`src/rtl/dma_line_copier.sv`:
```
`default_nettype none
// +----------------------------------------------------------------------------+
// | Module  : dma_line_copier                                                  |
// | Brief   : Multi-line DMA copy engine: reads lines into a buffer, writes    |
// |           them back to a destination on the mem_cntrl op/address bus.     |
// | Revision: 1.0  initial release                                             |
// +----------------------------------------------------------------------------+
module dma_line_copier #(
  parameter int DATA_W     = 32,
  parameter int ADDR_W     = 64,
  parameter int LINE_WORDS = 16,
  parameter int CNT_W      = 16
) (
  input  logic              clk,
  input  logic              rst_n,
  input  logic              start,
  input  logic              abort,
  input  logic [ADDR_W-1:0] src_addr,
  input  logic [ADDR_W-1:0] dst_addr,
  input  logic [CNT_W-1:0]  num_lines,
  output logic              busy,
  output logic              done,
  output logic              err_short,
  input  logic              tx_done,
  input  logic              rd_valid,
  output logic [1:0]        op,
  output logic [ADDR_W-1:0] io_address,
  input  logic [DATA_W-1:0] common_data_bus_in,
  output logic [DATA_W-1:0] common_data_bus_out
);

  localparam int c_WIDX_W     = $clog2(LINE_WORDS);
  localparam int c_RCNT_W     = c_WIDX_W + 1;
  localparam int c_LINE_BYTES = LINE_WORDS * DATA_W / 8;
  localparam logic [1:0] c_OP_NOP   = 2'b00;
  localparam logic [1:0] c_OP_READ  = 2'b01;
  localparam logic [1:0] c_OP_WRITE = 2'b11;

  typedef enum logic [2:0] {
    S_IDLE   = 3'd0,
    S_READ   = 3'd1,
    S_WPRIME = 3'd2,
    S_WRITE  = 3'd3,
    S_DONE   = 3'd4
  } state_t;

  state_t              r_state;
  state_t              w_next;
  logic [ADDR_W-1:0]   r_src;
  logic [ADDR_W-1:0]   r_dst;
  logic [CNT_W-1:0]    r_num;
  logic [CNT_W-1:0]    r_lidx;
  logic [c_WIDX_W-1:0] r_widx;
  logic [c_RCNT_W-1:0] r_rcnt;
  logic                r_err_short;
  logic [DATA_W-1:0]   r_line_buf [LINE_WORDS];

  logic                w_accept;
  logic                w_last_line;
  logic [c_RCNT_W-1:0] w_rcnt_sum;
  logic [ADDR_W-1:0]   w_offset;

  assign w_accept    = start && !abort;
  assign w_last_line = (r_lidx == r_num - 1'b1);
  // words captured by the end of this cycle, including a rd_valid coincident with tx_done
  assign w_rcnt_sum  = r_rcnt + {{(c_RCNT_W-1){1'b0}}, rd_valid};
  assign w_offset    = ADDR_W'(r_lidx) * ADDR_W'(c_LINE_BYTES);

  always_comb begin
    w_next = r_state;
    case (r_state)
      S_IDLE:   if (w_accept) w_next = (num_lines != '0) ? S_READ : S_DONE;
      S_READ:   if (abort) w_next = S_IDLE; else if (tx_done) w_next = S_WPRIME;
      S_WPRIME: w_next = abort ? S_IDLE : S_WRITE;
      S_WRITE:  if (abort) w_next = S_IDLE;
                else if (tx_done) w_next = w_last_line ? S_DONE : S_READ;
      S_DONE:   w_next = S_IDLE;
      default:  w_next = S_IDLE;
    endcase
  end

  always_ff @(posedge clk or negedge rst_n) begin
    if (!rst_n) begin
      r_state     <= S_IDLE;
      r_src       <= '0;
      r_dst       <= '0;
      r_num       <= '0;
      r_lidx      <= '0;
      r_widx      <= '0;
      r_rcnt      <= '0;
      r_err_short <= 1'b0;
      for (int i = 0; i < LINE_WORDS; i++) r_line_buf[i] <= '0;
    end else begin
      r_state <= w_next;
      case (r_state)
        S_IDLE: begin
          if (w_accept) begin
            r_src       <= src_addr;
            r_dst       <= dst_addr;
            r_num       <= num_lines;
            r_lidx      <= '0;
            r_widx      <= '0;
            r_rcnt      <= '0;
            r_err_short <= 1'b0;
          end
        end
        S_READ: begin
          if (!abort) begin
            if (rd_valid) begin
              r_line_buf[r_widx] <= common_data_bus_in;
              r_widx             <= r_widx + 1'b1;
              if (r_rcnt != c_RCNT_W'(LINE_WORDS)) r_rcnt <= r_rcnt + 1'b1;
            end
            if (tx_done) begin
              r_widx <= '0;
              if (w_rcnt_sum < c_RCNT_W'(LINE_WORDS)) r_err_short <= 1'b1;
            end
          end
        end
        S_WRITE: begin
          if (!abort) begin
            if (tx_done && !w_last_line) begin
              r_lidx <= r_lidx + 1'b1;
              r_widx <= '0;
              r_rcnt <= '0;
            end else begin
              r_widx <= r_widx + 1'b1;
            end
          end
        end
        default: ;
      endcase
    end
  end

  always_comb begin
    op                  = c_OP_NOP;
    io_address          = '0;
    common_data_bus_out = '0;
    case (r_state)
      S_READ: begin
        op         = c_OP_READ;
        io_address = r_src + w_offset;
      end
      S_WPRIME, S_WRITE: begin
        op                  = c_OP_WRITE;
        io_address          = r_dst + w_offset;
        common_data_bus_out = r_line_buf[r_widx];
      end
      default: ;
    endcase
  end

  assign busy      = (r_state != S_IDLE);
  assign done      = (r_state == S_DONE);
  assign err_short = r_err_short;

endmodule
`default_nettype wire
```
`config.mk`:
```
export PLATFORM = sky130hd
export DESIGN_NAME = dma_line_copier
export DESIGN_NICKNAME = d
export VERILOG_FILES = /design/src/rtl/dma_line_copier.sv
export SDC_FILE = /design/constraint.sdc
export NUM_CORES = 1
export LEC_CHECK = 0
export CAP_MARGIN = 40
export CORE_MARGIN = 5
export CORE_UTILIZATION = 59
export DETAILED_ROUTE_END_ITERATION = 10
export HOLD_SLACK_MARGIN = 0.12
export PLACE_DENSITY_LB_ADDON = 0.1
export SYNTH_ARGS = -nofsm -noshare
export SYNTH_HDL_FRONTEND = slang
export SYNTH_SLANG_ARGS = --single-unit
export TNS_END_PERCENT = 50
```
`constraint.sdc`:
```
create_clock -name clk -period 8.21 [get_ports clk]
set_input_delay 1.2315 -clock clk [delete_from_list [all_inputs] [get_ports clk]]
set_output_delay 1.2315 -clock clk [all_outputs]
set_load 0.05 [all_outputs]
```
==> results.sh <==
export IMPL_hold_path_class="reg2reg"
export IMPL_cp_max_fo=53
export IMPL_leakagePower_nw=18.7
export IMPL_clockBufferDepth=3
export IMPL_fin_nets=3146
export IMPL_cts_tree="done"
export IMPL_ys_async_sr_fraction_pct=100
export IMPL_cts_resized=0
export IMPL_path_cells="nand2b_2 > buf_4 > nand2_1 > nand2_1 > ha_1 > fa_1 > a21o_1 > a21o_1 > a21o_1 > a211o_1 > a221o_1 > nand4b_1 > o31a_1 > nor3_1 > clkdlybuf4s50_1"
export IMPL_reg2reg_to="r_lidx[6]"
export IMPL_r2r_start="r_num[0]"
export IMPL_yosysTopAreaCell="dfrtp_1"
export IMPL_chipWidth_microns=249
export IMPL_synth_area_sq_um=33700
export IMPL_r2r_setup_slack_ns=4.13
export IMPL_rsz0062_at_grt="no"
export IMPL_drc_errors=0
export IMPL_tightest_slew_ns=1.14
export IMPL_yosys_warnings=0
export IMPL_synth_edf_count=0
export IMPL_finalClockSkew_ns=0.0181
export IMPL_setup_viol=0
export IMPL_power_total_w=0.00908
export IMPL_cts_root_buf="clkbuf_16"
export IMPL_crit_path_end_kind="output port"
export IMPL_min_delay_path_depth=2
export IMPL_period_minus_slack_ns=7.06
export IMPL_hold_end="r_src[63]"
export IMPL_crit_top_cell="a21o_1"
export IMPL_max_vdd_ir_drop_mv=0.185
export IMPL_die_y_microns=249
export IMPL_ioPinCount=283
export IMPL_grt_util_all_layers_pct=28.4
export IMPL_cap_violations=0
export IMPL_yosysMostFrequentCell="dfrtp_1"
export IMPL_path_class="reg2out"
export IMPL_hold_buffers=0
export IMPL_core_area_sq_um=56500
export IMPL_arrival_ns=5.83
export IMPL_area_delta_synth_final_pct=17.5
export IMPL_initial_core_util_pct=59.6
export IMPL_antenna_found_initial=8
export IMPL_gp_congestion=0.948
export IMPL_via_count=22900
export IMPL_power_density_nw_per_um2=229
export IMPL_cp_start_kind="register"
export IMPL_postCtsSetupRepairBufs=0
export IMPL_synth_common_cells="dfrtp_1, nand2_1, mux2_2"
export IMPL_ys_seq_area_share_pct=50.9
export IMPL_numCtsBuffers=73
export IMPL_synth_top_area_share_pct=50.9
export IMPL_setup_tns_final_ns=0
export IMPL_relSlewSlack_pct=24.3
export IMPL_maxSlewViolCount=0
export IMPL_io_buffers=282
export IMPL_reg2reg_depth=10
export IMPL_cts_max_level=3
export IMPL_wl_per_cell_microns=23.5
export IMPL_clk_latency_ns=0.61
export IMPL_hpwl_microns=54400
export IMPL_via_per_inst=6.11
export IMPL_syn_inst=2734
export IMPL_ys_ff_latch=685
export IMPL_overflow=0
export IMPL_synth_ff_type="dfrtp_1"
export IMPL_rows=87
export IMPL_dr_pass1_iters=6
export IMPL_worstPathRequired_ns=6.98
export IMPL_drtIter0Drc=1638
export IMPL_cpPeakStageDelay_ns=0.84
export IMPL_worstHoldStart="r_src[63]"
export IMPL_grt_pass1_wl_microns=140000
export IMPL_grt_pass1_vias=24200
export IMPL_synth_area_leaders="dfrtp_1, mux2_2, mux4_2"
export IMPL_die_area_sq_um=62000
export IMPL_syn_num_nets=2945
export IMPL_outcome="finished clean"
export IMPL_routed_wl_microns=88300
export IMPL_synth_avg_cell_area_sq_um=12.3
export IMPL_clock_fmax_mhz=142
export IMPL_drive_gt1_share_pct=29.1
export IMPL_clk_pin_slew_worst_paths_ns=0.06
export IMPL_synth_cell_types=67
export IMPL_crit_slowest_cell="clkdlybuf4s50_1"
export IMPL_cts_sinks=685
export IMPL_post_route_period_util_pct=86.0
export IMPL_grt_max_degree=206
export IMPL_antenna_left=0
export IMPL_final_hold_viol_count=0
worst max-delay path: cells and delay by family (launching register included):
kind / cells / cell delay (ns)
adders and majority gates: 2 / 0.42
buffers and inverters: 2 / 1.39
and+or+nand+nor: 5 / 1.22
AOI/OAI and AO/OA: 6 / 1.71
DFF: 1 / 0.46
where the power goes:
group,switching (W),internal (W),total [W]
clock,0.00136,0.00194,0.00330
sequential,0.000270,0.00372,0.00399
combinational,0.000968,0.000823,0.00179
state kept, by name, summed over array words and instances (netlist names):
signal / cells
err_short: 1
r_dst: 64
r_lidx: 16
r_line_buf: 512
r_num: 16
r_rcnt: 5
r_src: 64
r_state: 3
r_widx: 4
worst max path at each step:
stage,start,end,slack (ns),depth (start not counted)
after floorplan,r_state[2],io_address[39],0.92,21
after global placement,r_state[2],io_address[58],1.89,15
after detailed placement,r_state[2],io_address[58],1.80,15
after CTS,r_state[2],io_address[58],1.18,15
after global routing,r_state[2],io_address[62],0.79,15
final,r_state[2],io_address[58],1.15,15
cell usage in the layout, fill, tap and decap left out, types with 11 or more instances in the layout:
cell type and instances:
buf_4 32, clkinv_2 12, xnor2_1 35, clkdlybuf4s50_1 281, nor2_1 66, clkbuf_8 13, xor2_1 24, ha_1 28
nor3_1 27, mux4_2 160, a21o_1 21, inv_1 16, and3_1 15, and2_1 44, nand3_1 48, nand4_1 11
o21ai_0 29, or3_1 13, nand2_1 545, nand2_2 12, mux2_2 514, clkbuf_16 75, a21oi_1 29, o31ai_1 11
mux2i_1 39, nor4_1 16, clkbuf_1 21, dfrtp_1 681
logic make-up after synthesis:
family          after synthesis  synth area share, %
buf+inv                     212                 2.44
fa+ha+maj                    29                 1.10
simple gates                860                 11.3
compound gates              176                 3.71
xor+xnor                     59                 1.53
flops                       685                 50.9
mux                         713                 29.0
per-layer routing:
layer | track usage (%) | up-vias | part of all wire (%)
li1 | - | 10200 | -
met1 | 39.8 | 11900 | 43
met2 | 45.0 | 735 | 47
met3 | 5.95 | 196 | 6.1
met4 | 9.51 | 2 | 3.5
met5 | 0 | - | 0.023
metrics by stage:
| stage | cells | instance area [sq um] | worst slack [ns] | hold slack [ns] | util (%) |
|---|---|---|---|---|---|
| finish | 3753 | 39600 | 1.15 | 0.477 | 70.0 |
| global route | 3752 | 39600 | 0.792 | 0.504 | 70.0 |
| floorplan | 2734 | 33700 | 0.923 | 0.437 | - |
| global placement | 3612 | 37100 | 1.89 | 0.458 | 65.6 |
| detailed placement | 3616 | 37200 | 1.80 | 0.463 | 65.8 |
| CTS | 3746 | 39600 | 1.18 | 0.478 | 70.0 |
layout make-up:
type,count,area (sq um)
diodes,7,17.5
clock buffers,109,2130
clock inverters,21,262
fillers,3950,16900
inverters,17,66.3
multi-input cells,1837,15800
flip-flops and latches,685,17200
well taps,756,946
repair buffers,321,3210
Power figures use the tool's default switching activity.
